## src/rtl/fir_pkg.sv

```systemverilog
// rtl/fir_pkg.sv - shared sizes, FSM encoding and coefficient type for the coefficient loader
package fir_pkg;

    localparam int NTAPS    = 64;
    localparam int DW       = 16;
    localparam int AW       = $clog2(NTAPS);
    localparam int HOLD_CYC = 4;

    typedef enum logic [2:0] {
        ST_IDLE   = 3'd0,
        ST_SETUP  = 3'd1,
        ST_STREAM = 3'd2,
        ST_HOLD   = 3'd3,
        ST_DONE   = 3'd4
    } state_e;

    typedef logic signed [DW-1:0] coeff_t;

endpackage

```

## src/rtl/fir_coeff_loader_if.sv

```systemverilog
// rtl/fir_coeff_loader_if.sv - host/core signal bundle of the loader; csum present with COEFF_CHECKSUM_EN
interface fir_coeff_loader_if;
    import fir_pkg::*;

    logic          wr_en;
    logic [AW-1:0] wr_addr;
    coeff_t        wr_data;
    logic          start;
    logic          cload;
    logic [AW-1:0] caddr;
    coeff_t        cin;
    logic          busy;
    logic          done;
    logic          req_err;
`ifdef COEFF_CHECKSUM_EN
    logic signed [DW+AW-1:0] csum;

    modport master (
        output wr_en, wr_addr, wr_data, start,
        input  cload, caddr, cin, busy, done, req_err, csum
    );
    modport slave (
        input  wr_en, wr_addr, wr_data, start,
        output cload, caddr, cin, busy, done, req_err, csum
    );
`else
    modport master (
        output wr_en, wr_addr, wr_data, start,
        input  cload, caddr, cin, busy, done, req_err
    );
    modport slave (
        input  wr_en, wr_addr, wr_data, start,
        output cload, caddr, cin, busy, done, req_err
    );
`endif

endinterface

```

## src/rtl/fir_coeff_buf.sv

```systemverilog
// rtl/fir_coeff_buf.sv - NTAPS x DW staging register file, one write port, one registered read port
module fir_coeff_buf
    import fir_pkg::*;
(
    input  logic          clk,
    input  logic          rst,
    input  logic          we_i,
    input  logic [AW-1:0] waddr_i,
    input  coeff_t        wdata_i,
    input  logic          rd_en_i,
    input  logic          rd_clr_i,
    input  logic [AW-1:0] raddr_i,
    output coeff_t        rdata_o
);

    coeff_t mem_q [NTAPS];
    coeff_t rdata_q;

    // rd_clr wins over rd_en so the read register doubles as the zeroed cin outside a load
    always_ff @(posedge clk) begin
        if (rst) begin
            for (int i = 0; i < NTAPS; i++) begin
                mem_q[i] <= '0;
            end
            rdata_q <= '0;
        end else begin
            if (we_i) begin
                mem_q[waddr_i] <= wdata_i;
            end
            if (rd_clr_i) begin
                rdata_q <= '0;
            end else if (rd_en_i) begin
                rdata_q <= mem_q[raddr_i];
            end
        end
    end

    assign rdata_o = rdata_q;

endmodule

```

## src/rtl/fir_coeff_loader.sv

```systemverilog
// rtl/fir_coeff_loader.sv - streams the staging buffer into fir_core CMEM; COEFF_CHECKSUM_EN adds csum
module fir_coeff_loader
    import fir_pkg::*;
(
    input  logic              clk2,
    input  logic              rst,
    fir_coeff_loader_if.slave bus
);

    state_e        state_q, state_d;
    logic [AW-1:0] tap_q, tap_d;
    logic [3:0]    hold_q, hold_d;
    logic          cload_q, busy_q, done_q, req_err_q;
    logic [AW-1:0] caddr_q;

    logic in_run;
    logic wr_ok;
    logic rd_en;
    logic rd_clr;

    assign in_run = (state_q == ST_SETUP) || (state_q == ST_STREAM) || (state_q == ST_HOLD);
    assign wr_ok  = bus.wr_en && ((state_q == ST_IDLE) || (state_q == ST_DONE));
    assign rd_en  = (state_q == ST_STREAM);
    assign rd_clr = !((state_q == ST_STREAM) || (state_q == ST_HOLD));

    always_comb begin
        state_d = state_q;
        tap_d   = tap_q;
        hold_d  = hold_q;
        case (state_q)
            ST_IDLE: begin
                if (bus.start) begin
                    state_d = ST_SETUP;
                end
            end
            ST_SETUP: begin
                state_d = ST_STREAM;
                tap_d   = '0;
            end
            ST_STREAM: begin
                if (tap_q == AW'(NTAPS - 1)) begin
                    state_d = ST_HOLD;
                    hold_d  = '0;
                end else begin
                    tap_d = tap_q + 1'b1;
                end
            end
            ST_HOLD: begin
                if (hold_q == 4'(HOLD_CYC - 1)) begin
                    state_d = ST_DONE;
                end else begin
                    hold_d = hold_q + 1'b1;
                end
            end
            ST_DONE: begin
                state_d = ST_IDLE;
            end
            default: begin
                state_d = ST_IDLE;
            end
        endcase
    end

    // Outputs are registered from the current state, so they trail the state by one edge
    always_ff @(posedge clk2) begin
        if (rst) begin
            state_q   <= ST_IDLE;
            tap_q     <= '0;
            hold_q    <= '0;
            cload_q   <= 1'b0;
            busy_q    <= 1'b0;
            done_q    <= 1'b0;
            req_err_q <= 1'b0;
            caddr_q   <= '0;
        end else begin
            state_q   <= state_d;
            tap_q     <= tap_d;
            hold_q    <= hold_d;
            cload_q   <= in_run;
            busy_q    <= in_run;
            done_q    <= (state_q == ST_DONE);
            req_err_q <= (bus.start && (in_run || (state_q == ST_DONE))) ||
                         (bus.wr_en && in_run);
            case (state_q)
                ST_STREAM: caddr_q <= tap_q;
                ST_HOLD:   caddr_q <= caddr_q;
                default:   caddr_q <= '0;
            endcase
        end
    end

    fir_coeff_buf u_buf (
        .clk      (clk2),
        .rst      (rst),
        .we_i     (wr_ok),
        .waddr_i  (bus.wr_addr),
        .wdata_i  (bus.wr_data),
        .rd_en_i  (rd_en),
        .rd_clr_i (rd_clr),
        .raddr_i  (tap_q),
        .rdata_o  (bus.cin)
    );

    assign bus.cload   = cload_q;
    assign bus.caddr   = caddr_q;
    assign bus.busy    = busy_q;
    assign bus.done    = done_q;
    assign bus.req_err = req_err_q;

`ifdef COEFF_CHECKSUM_EN
    logic                    acc_q;
    logic signed [DW+AW-1:0] csum_q;

    // acc_q marks the cycles where cin carries a value read during STREAM
    always_ff @(posedge clk2) begin
        if (rst) begin
            acc_q  <= 1'b0;
            csum_q <= '0;
        end else begin
            acc_q <= (state_q == ST_STREAM);
            if (state_q == ST_SETUP) begin
                csum_q <= '0;
            end else if (acc_q) begin
                csum_q <= csum_q + {{AW{bus.cin[DW-1]}}, bus.cin};
            end
        end
    end

    assign bus.csum = csum_q;
`endif

endmodule

```

## src/flat_wrapper.sv

```systemverilog
// flat-port wrapper written by rule: the top's interface ports become plain ports
module fir_coeff_loader_flat import fir_pkg::*;
  (clk2, rst, bus_wr_en, bus_wr_addr, bus_wr_data, bus_start, bus_cload, bus_caddr, bus_cin, bus_busy, bus_done, bus_req_err);
  fir_coeff_loader_if bus_i ();
  input  logic clk2;
  input  logic rst;
  input wire logic [$bits(bus_i.wr_en)-1:0] bus_wr_en;
  input wire logic [$bits(bus_i.wr_addr)-1:0] bus_wr_addr;
  input wire logic [$bits(bus_i.wr_data)-1:0] bus_wr_data;
  input wire logic [$bits(bus_i.start)-1:0] bus_start;
  output wire logic [$bits(bus_i.cload)-1:0] bus_cload;
  output wire logic [$bits(bus_i.caddr)-1:0] bus_caddr;
  output wire logic [$bits(bus_i.cin)-1:0] bus_cin;
  output wire logic [$bits(bus_i.busy)-1:0] bus_busy;
  output wire logic [$bits(bus_i.done)-1:0] bus_done;
  output wire logic [$bits(bus_i.req_err)-1:0] bus_req_err;
  assign bus_i.wr_en = bus_wr_en;
  assign bus_i.wr_addr = bus_wr_addr;
  assign bus_i.wr_data = bus_wr_data;
  assign bus_i.start = bus_start;
  assign bus_cload = bus_i.cload;
  assign bus_caddr = bus_i.caddr;
  assign bus_cin = bus_i.cin;
  assign bus_busy = bus_i.busy;
  assign bus_done = bus_i.done;
  assign bus_req_err = bus_i.req_err;
  fir_coeff_loader u_core (.clk2(clk2), .rst(rst), .bus(bus_i));
endmodule
```

## config.mk

```make
export PLATFORM = sky130hd
export DESIGN_NAME = fir_coeff_loader_flat
export DESIGN_NICKNAME = d
export VERILOG_FILES = /design/src/rtl/fir_pkg.sv /design/src/rtl/fir_coeff_loader_if.sv /design/src/rtl/fir_coeff_buf.sv /design/src/rtl/fir_coeff_loader.sv /design/src/flat_wrapper.sv
export SDC_FILE = /design/constraint.sdc
export NUM_CORES = 2
export LEC_CHECK = 0
export CORE_MARGIN = 5
export CORE_UTILIZATION = 55
export DETAILED_ROUTE_END_ITERATION = 8
export PLACE_DENSITY = 0.85
export SYNTH_ARGS = -nofsm -noshare
export SYNTH_HDL_FRONTEND = slang
export SYNTH_SLANG_ARGS = --single-unit
```

## constraint.sdc

```tcl
create_clock -name clk2 -period 2.6 [get_ports clk2]
set_clock_uncertainty 0.15 [all_clocks]
set_input_delay 0.78 -clock clk2 [delete_from_list [all_inputs] [get_ports clk2]]
set_output_delay 0.78 -clock clk2 [all_outputs]
set_load 0.02 [all_outputs]
```

# --- Word-level counts from Yosys, hierarchy flattened ---
# Memory sizes are Yosys's and may differ from the RTL's. A register that Yosys moved wholly into a read port is not among the register bits.
# Index checks and enable logic that the tools add are counted.
totals:
  mem_count: 1
  ram_bits: 1024
  output_inout_bits: 26
  register_bits: 22
mem_list:
  columns: ["name", "depth", "word_bits", "read_ports", "rd_clocked_by_memory_dff", "wr", "line", "source"]
  rows:
  - ["u_core.u_buf.mem_q", 64, 16, 1, 1, 64, "fir_coeff_buf.sv:16", "coeff_t mem_q [NTAPS];"]
op_classes:
  n_eq_ne: 11
  addsub: 2
  reduce_logical: 17
  n_mux: 18
  n_bitwise: 1
op_table:
  columns: ["cell", "count"]
  rows:
  - ["6-bit case mux with 2 select lines", 2]
  - ["16-bit two-way mux", 1]
  - ["16-bit OR reduction", 1]
  - ["6-bit two-way mux", 2]
  - ["3-bit case mux with 4 select lines", 1]
  - ["2-bit inequality test, second input constant", 5]
  - ["3-bit two-way mux", 3]
  - ["4-bit two-way mux", 2]
  - ["4-bit case mux with 2 select lines", 1]
  - ["6-bit by 1-bit adder with 6-bit output, second input constant", 1]
  - ["3-bit by 2-bit == test with 1-bit output, second input constant", 2]
  - ["6-bit == test, second input constant", 1]
  - ["1-bit logical OR", 6]
  - ["1-bit two-way mux", 6]
  - ["3-bit AND reduction", 2]
  - ["4-bit by 1-bit adder with 4-bit output, second input constant", 1]
  - ["4-bit by 2-bit == test with 1-bit output, second input constant", 1]
  - ["2-bit nonzero test", 2]
  - ["3-bit by 1-bit == test with 1-bit output, second input constant", 1]
  - ["3-bit == test, second input constant", 1]
  - ["1-bit logical AND", 3]
  - ["3-bit zero test", 1]
  - ["2-bit AND reduction", 1]
  - ["2-bit OR reduction", 1]
  - ["1-bit NOT", 1]

# --- Depth between registers and ports, before layout ---
logic_depth:
  word_depth: 8
  mapped_depth: 9
  mapped_depth_nobuf: 6

# --- By module ---
# From an unflattened synthesis, not the netlist that was laid out.
hier_totals:
  hier_cells: 3241
  hier_area_um2: 48302.6
by_module_without_submodules:
  columns: ["mod", "n_inst", "cells_per_inst", "seq_area_each_um2", "area_per_inst_um2"]
  rows:
  - ["fir_coeff_buf", 1, 3120, 31069.8, 47259.1]
  - ["fir_coeff_loader", 1, 121, 440.4, 1043.5]

# --- Worst setup path after synthesis ---
# No wires, ideal clock.
synth_path:
  path_type: "input to register"
  from: "input bus_wr_addr[3]"
  to: "memory u_core.u_buf.mem_q[10][0] (netlist name), enable pin"
  path_slack_ns: -0.036
  t_arrival_ns: 2.153
  setup_ns: 0.334
  cell_stages: 5
  n_path_buf: 2
  cell_sequence: "clkbuf_1 > or3b_2 > clkbuf_1 > nor2_1 > or2_2"
synth_lines:
  columns: ["element", "line", "source"]
  rows:
  - ["start: declaration", "flat_wrapper.sv:8", "input wire logic [$bits(bus_i.wr_addr)-1:0] bus_wr_addr;"]
  - ["end: declaration", "fir_coeff_buf.sv:16", null]

==> flow_metrics.env <==
export IMPL_status="complete, but fails checks"
export IMPL_failed_checks="setup timing"
export IMPL_grt_first_pass_wirelength_um=192000
export IMPL_synth_area_leader_cell="sky130_fd_sc_hd__edfxtp_1"
export IMPL_vias_per_cell=6.25
export IMPL_hold_class="flop to flop"
export IMPL_worst_setup_ep_type="flop"
export IMPL_final_hold_worst_slack_ns=0.370
export IMPL_power_leakage_nw=20.5
export IMPL_num_vias=30108
export IMPL_vias_in_the_first_global_route=29861
export IMPL_timing_setup_critical_path_class="flop to flop"
export IMPL_port_buffer_count=51
export IMPL_synth_edff_count=1024
export IMPL_clock_root_buffer="sky130_fd_sc_hd__clkbuf_16"
export IMPL_synth_area_top_cells="sky130_fd_sc_hd__edfxtp_1 (63%), sky130_fd_sc_hd__and2_1 (13%), sky130_fd_sc_hd__mux4_2 (6.8%), sky130_fd_sc_hd__mux2i_1 (4.9%), sky130_fd_sc_hd__clkbuf_1 (1.6%)"
export IMPL_detailedRoute_firstIterationViolations=4532
export IMPL_signed_area_change_from_the_synthesized_netlist_to_the_final_layout_pct=17.0
export IMPL_clkSinkCount=1062
export IMPL_timing_critical_path_from_type="flop"
export IMPL_postSynthCellCount=3365
export IMPL_layout_filler_cells=5763
export IMPL_final_layout_size_suffix_gt1_share_pct=22.6
export IMPL_synth_yosys_warnings=0
export IMPL_synth_async_sr_flop_share_pct=0
export IMPL_io_pins=52
export IMPL_final_net_count=3590
export IMPL_total_power_mw=36.7
export IMPL_clkSlewWorstSetupHoldPaths_ns=0.06
export IMPL_min_period_ns=2.63
export IMPL_syn_num_nets=3393
export IMPL_cts_tree="yes"
export IMPL_grt_antenna_before_repair=5
export IMPL_max_cap_violations=0
export IMPL_postLayoutSetupSlackWorst_ns=-0.0295
export IMPL_routed_wire_length_per_instance_um=27.4
export IMPL_clockBufferDepth=3
export IMPL_floorplan_initialDensity_pct=55.2
export IMPL_synth_cell_type_count=52
export IMPL_global_route_overflow_total=0
export IMPL_drt_pass1_iter_count=7
export IMPL_post_synth_top_area_fraction_pct=63.2
export IMPL_finalHoldViolCount=0
export IMPL_floorplan_die_area_um2=94500
export IMPL_slew_violations=0
export IMPL_layout_worst_path_cycle_share_pct=101
export IMPL_routed_wl_um=132000
export IMPL_yosysSeqAreaShare_pct=64.7
export IMPL_grt_util_all_layers_pct=27.3
export IMPL_crit_path_max_fanout=15
export IMPL_cts_hold_fix_buffers=0
export IMPL_fraction_of_power_spent_switching_nets_pct=21.6
export IMPL_sequentialPowerShare_pct=53.2
export IMPL_share_comb_of_total_power_pct=5.3
export IMPL_vertical_die_dimension_um=307
export IMPL_grt_setup_unrepaired="yes"
export IMPL_place_hpwl_um=78300
export IMPL_worst_ep_required_time_ns=3.00
export IMPL_cts_made_buffers=104
export IMPL_power_density_over_the_cells_nw_per_um2=645
export IMPL_pwr_share_clk_pct=41.5
export IMPL_timing_slew_headroom_pct=33.6
export IMPL_cts_max_level=3
export IMPL_ys_flop_type="sky130_fd_sc_hd__edfxtp_1"
export IMPL_synth_ff_latch_count=1062
export IMPL_worst_pin_slew_ns=0.996
export IMPL_internal_power_mw=28.8
export IMPL_power_ir_vdd_worst_uv=915
export IMPL_synthTopCellsByCount="sky130_fd_sc_hd__and2_1 (1027), sky130_fd_sc_hd__edfxtp_1 (1024), sky130_fd_sc_hd__mux2i_1 (239), sky130_fd_sc_hd__clkbuf_1 (211), sky130_fd_sc_hd__mux4_2 (148)"
export IMPL_routabilityCongestion=0.937
export IMPL_placement_rows=109
export IMPL_clock_latency_ns=0.68
export IMPL_drc=0
export IMPL_post_synth_top_count_cell="sky130_fd_sc_hd__and2_1"
export IMPL_finish_utilization_pct=64.6
export IMPL_finalSetupViolations=2
export IMPL_avgSynthCellArea_um2=14.5
export IMPL_cp_arrival_ns=3.03
export IMPL_core_um2=88100
export IMPL_netSwitchingPower_mw=7.95
export IMPL_floorplan_die_width_um=307
export IMPL_pin_count_of_the_biggest_net_entering_global_routing=70
export IMPL_rrSetupSlack_ns=-0.03
export IMPL_mappedNetlistArea_um2=48700
export IMPL_fmax_mhz=380
export IMPL_final_antenna_net_count=0
[power groups by stage]
stage	combinational, mW	clock, mW	sequential, mW
2_1_floorplan	0.958	0	19.8
3_3_place_gp	1.79	0	19.8
3_5_place_dp	1.83	0	19.9
4_1_cts	1.88	15.3	19.5
5_1_grt	2.03	16.0	19.5
6_report	1.95	15.2	19.5
[cell type report]
class / instances / area [µm²] / share of cell area, %
antenna: 4 / 10.0 / 0.0176
timing repair buffer: 401 / 4270 / 7.50
sequential: 1062 / 31500 / 55.3
clock buffer: 131 / 2790 / 4.89
inverter: 2 / 7.51 / 0.0132
multi-input combinational: 1991 / 16300 / 28.5
tap: 1165 / 1460 / 2.56
clock inverter: 62 / 648 / 1.14
[layer usage]
| metal | vias to the layer above | GRT usage [%] | share of wire (%) |
|---|---|---|---|
| met5 | - | 0 | 0.0098 |
| met3 | 352 | 6.07 | 12 |
| li1 | 12668 | - | - |
| met4 | 2 | 11.2 | 4.0 |
| met1 | 14916 | 37.4 | 36 |
| met2 | 2170 | 43.1 | 47 |
[cell families (layout without fill, tap and decap cells)]
kind of cell | count (synthesis) | after routing | synth area share (%)
AND/OR/NAND/NOR | 1358 | 1358 | 16.8
adder cells (fa/ha/maj) | 2 | 2 | 0.0514
XOR/XNOR | 5 | 5 | 0.0900
multiplexers | 402 | 402 | 12.1
buffers and inverters | 312 | 596 | 2.88
flip-flops | 1062 | 1062 | 64.7
AO/OA/AOI/OAI | 224 | 224 | 3.32
other | 0 | 4 | 0
[sequential cells by signal, summed over array words and instances, names as in the netlist]
| register | count |
|---|---|
| u_core.bus.caddr | 6 |
| u_core.bus.cload | 1 |
| u_core.bus.done | 1 |
| u_core.bus.req_err | 1 |
| u_core.hold_q | 4 |
| u_core.state_q | 3 |
| u_core.tap_q | 6 |
| u_core.u_buf.mem_q | 1024 |
| u_core.u_buf.rdata_o | 16 |
[final timing paths]
check / start / endpoint / cells past startpoint
max: u_core.tap_q[1] / u_core.u_buf.rdata_o[15] / 8
min reg2reg: u_core.bus.caddr[2] / u_core.bus.caddr[2] / 2
min: u_core.bus.caddr[2] / u_core.bus.caddr[2] / 2
max reg2reg: u_core.tap_q[1] / u_core.u_buf.rdata_o[15] / 8
[what timing repair did]
| item | in CTS | in global routing |
|---|---|---|
| resized for setup | 67 | 77 |
| pin swaps | 4 | 17 |
| setup endpoints to repair | 36 | 59 |
| setup buffers | 13 | 17 |
| cloned | 4 | 3 |
[cell usage in the layout, fill, tap and decap left out, types with 18 or more instances in the layout]
master and instances:
sky130_fd_sc_hd__a211oi_1 28, sky130_fd_sc_hd__a21oi_1 20, sky130_fd_sc_hd__a22o_1 28, sky130_fd_sc_hd__a22oi_1 36, sky130_fd_sc_hd__and2_1 1027, sky130_fd_sc_hd__buf_12 77
sky130_fd_sc_hd__buf_4 254, sky130_fd_sc_hd__clkbuf_1 21, sky130_fd_sc_hd__clkbuf_16 109, sky130_fd_sc_hd__clkinv_1 21, sky130_fd_sc_hd__clkinv_2 21, sky130_fd_sc_hd__dfxtp_1 35
sky130_fd_sc_hd__dlygate4sd2_1 19, sky130_fd_sc_hd__edfxtp_1 1024, sky130_fd_sc_hd__mux2i_1 228, sky130_fd_sc_hd__mux4_2 148, sky130_fd_sc_hd__nand2_1 31, sky130_fd_sc_hd__nor2_1 100
sky130_fd_sc_hd__nor2b_1 32, sky130_fd_sc_hd__nor3_1 21, sky130_fd_sc_hd__nor4_2 19, sky130_fd_sc_hd__o21ai_0 29, sky130_fd_sc_hd__o22ai_1 22, sky130_fd_sc_hd__or2_2 47
sky130_fd_sc_hd__or2_4 18
[worst max-delay path, cell delays in order (launching register included)]
cell and delay (ns):
sky130_fd_sc_hd__dfxtp_4 0.44, sky130_fd_sc_hd__buf_12 0.18, sky130_fd_sc_hd__buf_12 0.18, sky130_fd_sc_hd__mux4_2 0.57
sky130_fd_sc_hd__mux2i_1 0.34, sky130_fd_sc_hd__o22ai_4 0.16, sky130_fd_sc_hd__nor4_2 0.28, sky130_fd_sc_hd__buf_4 0.16
sky130_fd_sc_hd__nor3_2 0.04
[stage by stage]
stage	instances	cell area, µm²	worst slack (ns)	setup TNS (ns)
after floorplan	3365	48700	0.0333	0
after global placement	4586	52600	-0.435	-357.88
after detailed placement	4586	52600	-0.436	-410.89
after CTS	4796	56500	-0.0225	-0.0332
after global routing	4814	56900	-0.0896	-0.459
final	4818	57000	-0.0295	-0.0525
No activity file was read; power rests on OpenSTA's default activity.
